`config.mk`:
```
export PLATFORM = sky130hd
export DESIGN_NAME = utopia1_phy_tx
export DESIGN_NICKNAME = d
export VERILOG_FILES = /design/src/rtl/utopia1_phy_tx.sv
export SDC_FILE = /design/constraint.sdc
export NUM_CORES = 1
export LEC_CHECK = 0
export ABC_CLOCK_PERIOD_IN_PS = 3600
export BUFFER_PORTS_ARGS = -buffer_cell sky130_fd_sc_hd__buf_2
export CORE_ASPECT_RATIO = 1.4
export CORE_UTILIZATION = 55
export CTS_BUF_LIST = sky130_fd_sc_hd__clkbuf_8
export CTS_CLUSTER_DIAMETER = 30
export DETAILED_ROUTE_END_ITERATION = 8
export PLACE_DENSITY = 0.73
export SLEW_MARGIN = 20
export SYNTH_ARGS = -nofsm -noshare
export SYNTH_HDL_FRONTEND = slang
export SYNTH_SLANG_ARGS = --single-unit
```
`constraint.sdc`:
```
create_clock -name clk -period 3.6 [get_ports clk]
set_input_delay 0.18 -clock clk [delete_from_list [all_inputs] [get_ports clk]]
set_output_delay 0.18 -clock clk [all_outputs]
set_load 0.02 [all_outputs]
```
`src/rtl/utopia1_phy_tx.sv`:
```
// utopia1_phy_tx: two-slot ping-pong Utopia L1 PHY transmit cell buffer with cell-level clav flow control.
// Define UTOPIA1_PHY_HEC_EN to replace byte 5 with the computed HEC.
module utopia1_phy_tx (
    input  logic       clk,
    input  logic       rst,
    input  logic [7:0] wr_data,
    input  logic       wr_en,
    input  logic       wr_soc,
    output logic       wr_rdy,
    output logic [7:0] data,
    output logic       soc,
    input  logic       en,
    output logic       clav
);
    typedef enum logic {W_IDLE, W_FILL} wst_t;
    typedef enum logic {T_IDLE, T_SEND} tst_t;
    wst_t       wst_q, wst_d;
    tst_t       tst_q, tst_d;
    logic [5:0] wr_idx_q, wr_idx_d, tx_idx_q, tx_idx_d, wr_addr;
    logic       wr_slot_q, wr_slot_d, tx_slot_q, tx_slot_d, nxt_slot;
    logic       wr_start, wr_we, done, last, go, send;
    logic [1:0] full_q, full_d, full_set, full_clr;
    logic [7:0] data_q, data_d, wr_byte;
    logic       soc_q, soc_d, clav_q, clav_d;
    logic [7:0] mem_q [2][53];

    assign wr_rdy = ~&full_q;
    assign data   = data_q;
    assign soc    = soc_q;
    assign clav   = clav_q;

    always_comb begin
        wr_start  = wr_en & wr_soc & ((wst_q == W_FILL) | wr_rdy);
        wr_we     = wr_start | (wr_en & (wst_q == W_FILL));
        wr_addr   = wr_start ? 6'd0 : wr_idx_q;
        wr_idx_d  = wr_we ? wr_addr + 6'd1 : wr_idx_q;
        done      = wr_we & (wr_addr == 6'd52);
        wst_d     = done ? W_IDLE : (wr_we ? W_FILL : wst_q);
        wr_slot_d = wr_slot_q ^ done;
        full_set  = done ? (wr_slot_q ? 2'b10 : 2'b01) : 2'b00;
    end

`ifdef UTOPIA1_PHY_HEC_EN
    logic [7:0] crc_q, crc_d;

    function automatic logic [7:0] crc8(input logic [7:0] c, input logic [7:0] b);
        logic [7:0] x;
        x = c ^ b;
        for (int i = 0; i < 8; i++) x = x[7] ? {x[6:0], 1'b0} ^ 8'h07 : {x[6:0], 1'b0};
        return x;
    endfunction

    // HEC is ready when byte 5 arrives, so it is stored in place of that byte
    always_comb begin
        crc_d   = (wr_we & (wr_addr < 6'd4)) ? crc8(wr_start ? 8'h00 : crc_q, wr_data) : crc_q;
        wr_byte = (wr_addr == 6'd4) ? crc_q ^ 8'h55 : wr_data;
    end

    always_ff @(posedge clk or posedge rst)
        if (rst) crc_q <= 8'h00;
        else     crc_q <= crc_d;
`else
    assign wr_byte = wr_data;
`endif

    // the slot after the current one is the next candidate once byte 53 is out
    always_comb begin
        last      = (tst_q == T_SEND) & (tx_idx_q == 6'd52);
        nxt_slot  = tx_slot_q ^ last;
        full_clr  = last ? (tx_slot_q ? 2'b10 : 2'b01) : 2'b00;
        go        = ((tst_q == T_IDLE) | last) & full_q[nxt_slot] & ~en;
        send      = go | ((tst_q == T_SEND) & ~last);
        tst_d     = send ? T_SEND : T_IDLE;
        tx_idx_d  = go ? 6'd0 : (send ? tx_idx_q + 6'd1 : tx_idx_q);
        tx_slot_d = nxt_slot;
        data_d    = send ? mem_q[nxt_slot][tx_idx_d] : 8'h00;
        soc_d     = go;
        full_d    = (full_q & ~full_clr) | full_set;
        clav_d    = |full_d;
    end

    always_ff @(posedge clk or posedge rst)
        if (rst) begin
            wst_q     <= W_IDLE;
            tst_q     <= T_IDLE;
            wr_idx_q  <= 6'd0;
            tx_idx_q  <= 6'd0;
            wr_slot_q <= 1'b0;
            tx_slot_q <= 1'b0;
            full_q    <= 2'b00;
            data_q    <= 8'h00;
            soc_q     <= 1'b0;
            clav_q    <= 1'b0;
        end else begin
            wst_q     <= wst_d;
            tst_q     <= tst_d;
            wr_idx_q  <= wr_idx_d;
            tx_idx_q  <= tx_idx_d;
            wr_slot_q <= wr_slot_d;
            tx_slot_q <= tx_slot_d;
            full_q    <= full_d;
            data_q    <= data_d;
            soc_q     <= soc_d;
            clav_q    <= clav_d;
        end

    always_ff @(posedge clk)
        if (wr_we) mem_q[wr_slot_q][wr_addr] <= wr_byte;
endmodule

```
==> impl_metrics.py <==
metrics = {
    "synth": {
        "synth_common_cells": "edfxtp_1 (848), mux4_2 (193), nor2_1 (138), nand2_1 (125), mux2i_1 (71)",
        "synth_edf_count": 848,
        "syn-cell-area_mm2": 0.03469,
        "synth_cells": 1794,
        "synth_top_area_share_pct": 73.41,
        "syn-num-nets": 1815,
        "seq_area_frac_synth_pct": 75.43,
        "yosys-top-cells-area": "edfxtp_1 (73%), mux4_2 (13%), mux2i_1 (2.0%), dfrtp_1 (2.0%), nor2_1 (1.5%)",
        "synth_cell_type_count": 72,
        "yosysWarnings": 0,
        "ys_ff_latch": 876,
        "synth_ff_type": "edfxtp_1",
        "yosys.cell_count.top_type": "edfxtp_1",
        "avgSynthCellArea_um2": 19.33,
        "synth_area_leader_cell": "edfxtp_1",
        "synth-async-reset-ratio_pct": 3.196,
    },
    "finish": {
        "drive_above_1_share_pct": 31.19,
        "layout.nets": 2110,
        "stdcell_area_mm2": 0.04038,
        "seqCellArea_mm2": 0.02617,
        "utilization_pct": 64.96,
        "multi_input_area_mm2": 0.008133,
        "area_growth_pct": 16.41,
        "nFillCells": 4073,
    },
    "placed_design": {
        "routabilityCongestion": 0.9799,
        "dp_hpwl_um": 54380,
        "io_buffers": 23,
        "post-place-ws_ns": -0.3835,
        "post_dp_cell_area_mm2": 0.03723,
    },
    "grt": {
        "met1_usage_pct": 33.39,
        "grt_pass1_wl_um": 124800,
        "track_usage_pct": 26.92,
        "grt_overflow": 0,
        "met2_usage_pct": 45.06,
        "grt_max_degree": 107,
        "grt_antenna_before_repair": 3,
        "grt_pass1_vias": 19380,
        "grt_util_met3_pct": 4.607,
        "top_usage_layer": "met2",
    },
    "cts": {
        "cts-root-buf": "clkbuf_8",
        "max-clock-path-buffers": 3,
        "tritoncts": "yes",
        "insertion_delay_ns": 0.76,
        "htree_num_levels": 4,
        "cts_sinks": 876,
        "numCtsBuffers": 139,
        "path_clk_slew_ns": 0.07,
    },
    "floorplan": {
        "core_area_mm2": 0.06216,
        "die_width_um": 214.2,
        "rows": 108,
        "ios": 24,
        "initial_core_util_pct": 55.80,
        "die-height_um": 299.1,
        "die_area_mm2": 0.06409,
    },
    "sta": {
        "rsz0062_at_grt": "true",
        "fin_ws_ns": 0.02857,
        "fmax_mhz": 280.0,
        "worst_pin_slew_ns": 1.180,
        "max-slew-margin-rel_pct": 21.31,
        "finalSetupViolations": 0,
        "skew_ns": 0.03097,
        "finalCriticalPeriod_ns": 3.571,
        "whs_ns": -0.0004423,
        "final-hold-violation-count": 1,
        "period_share_pct": 99.21,
        "slew_viol_final": 0,
    },
    "critical_path": {
        "crit_path_start_kind": "flip-flop",
        "crit_start": "tx_idx_q[0]$_DFF_PP0_",
        "criticalPathCategory": "flip-flop to flip-flop",
        "cp_max_fo": 13,
        "arrival_ns": 4.17,
        "cp.required_ns": 4.20,
        "cp-end-kind": "flip-flop",
        "r2r_start": "tx_idx_q[0]$_DFF_PP0_",
    },
    "detailed_routing": {
        "drc": 0,
        "drt_pass1_iterations": 6,
        "vias": 18850,
        "wl_per_cell_um": 27.77,
        "avgViaCountPerCell": 6.238,
        "postRouteAntennaNets": 0,
        "wl_um": 83920,
        "drt_iter0_markers": 2161,
    },
    "min_path": {
        "hp-class": "primary input to flip-flop",
        "min_from": "en",
    },
    "pwr": {
        "p_per_area_mw_per_mm2": 616.6,
        "internal_power_mw": 17.71,
        "power_frac_comb_pct": 20.1,
        "vdd_drop_max_v": 0.0003856,
        "clockPowerShare_pct": 33.6,
        "sequentialPowerShare_pct": 46.3,
        "power_leakage_nw": 13.42,
        "p_sw_mw": 7.185,
        "switching_share_pct": 28.86,
        "total_power_mw": 24.90,
    },
    "outcome": {
        "violations": "negative hold slack",
        "status": "finished with violations",
    },
    "flow_run": {
        "drv_cap": 0,
    },
}
[final cells by class]
type / instances / area share (%)
Tap cell: 825 / 2.557
Inverter: 26 / 0.3161
Clock buffer: 146 / 4.977
Antenna cell: 1 / 0.006198
Multi-Input combinational cell: 797 / 20.14
Clock inverter: 102 / 1.853
Sequential cell: 876 / 64.80
Timing Repair Buffer: 247 / 5.302
Timing Repair inverter: 2 / 0.04338
[what timing repair did]
item | CTS | global route
pin swaps | 8 | 9
endpoints found under the hold margin | 34 | 37
hold buffers | 5 | 1
cloned | 2 | 0
setup buffers | 1 | 2
gates resized for setup | 25 | 26
endpoints found under the setup margin | 8 | 8
[flip-flops by register name (all words and copies together) (netlist names)]
signal	count
clav	1
mem_q	848
soc	1
wst_q	1
tst_q	1
wr_slot_q	1
wr_idx_q	6
data	8
tx_idx_q	6
tx_slot_q	1
full_q	2
[critical path: stages, from the launching register on]
cell,delay [ns]
dfrtp_1,0.35
clkinv_1,0.10
ha_1,0.23
inv_1,0.12
nor3_4,0.06
ha_4,0.29
mux2i_4,0.25
o21ai_2,0.09
o21a_4,0.27
inv_16,0.11
buf_12,0.15
buf_4,0.13
mux2_2,0.33
o2111ai_1,0.22
nand4_1,0.19
o211ai_1,0.39
a21oi_1,0.13
[per-layer routing]
metal,share of wire [%],vias up
met3,7.9,252
met1,36,9631
met2,51,1040
met4,5.7,2
li1,-,7925
met5,0.015,-
[cells in the final DEF, fill, tap and decap left out, drive strengths merged, types with 16 or more instances in the layout]
cell type / n
a21oi: 29
a32oi: 18
buf: 241
clkbuf: 146
clkinv: 36
dfrtp: 28
edfxtp: 848
inv: 75
mux2i: 71
mux4: 193
nand2: 125
nand3: 47
nor2: 139
nor3: 16
[stage by stage]
stage	cells	setup TNS (ns)
2_1_floorplan	1794	0
3_3_place_gp	2761	-1.871
3_5_place_dp	2761	-2.557
4_1_cts	3017	0
5_1_grt	3022	-0.01324
6_report	3022	0
[power by group through the flow]
stage	clock network (mW)	registers (mW)	logic, mW
2_1_floorplan	0	11.7	2.53
3_3_place_gp	0	11.7	4.66
3_5_place_dp	0	11.7	4.71
4_1_cts	8.45	11.5	4.82
5_1_grt	8.88	11.5	5.19
6_report	8.37	11.5	5.00
[final timing paths]
path | to | slack [ns] | cells after the start
setup / recovery | data[4]$_DFF_PP0_ | 0.03 | 16
hold / removal | soc$_DFF_PP0_ | -0.0004 | 4
setup reg to reg | data[4]$_DFF_PP0_ | 0.03 | 16
hold reg to reg | full_q[1]$_DFF_PP0_ | 0.58 | 1
max in group asynchronous | data[3]$_DFF_PP0_ | 3.16 | 4
min in group asynchronous | soc$_DFF_PP0_ | 0.09 | 4
[cell families (layout without fill, tap and decap cells)]
logic type,Yosys count,in the layout,share of synthesized area [%]
AOI/OAI and AO/OA,142,142,2.998
xor gates and xnor gates,4,4,0.1010
adders and majority gates,8,8,0.2886
buffers and inverters,121,523,1.670
DFF,876,876,75.43
muxes,271,271,14.81
other,0,1,0
and+or+nand+nor,372,372,4.700
No activity file was read; power rests on OpenSTA's default activity.
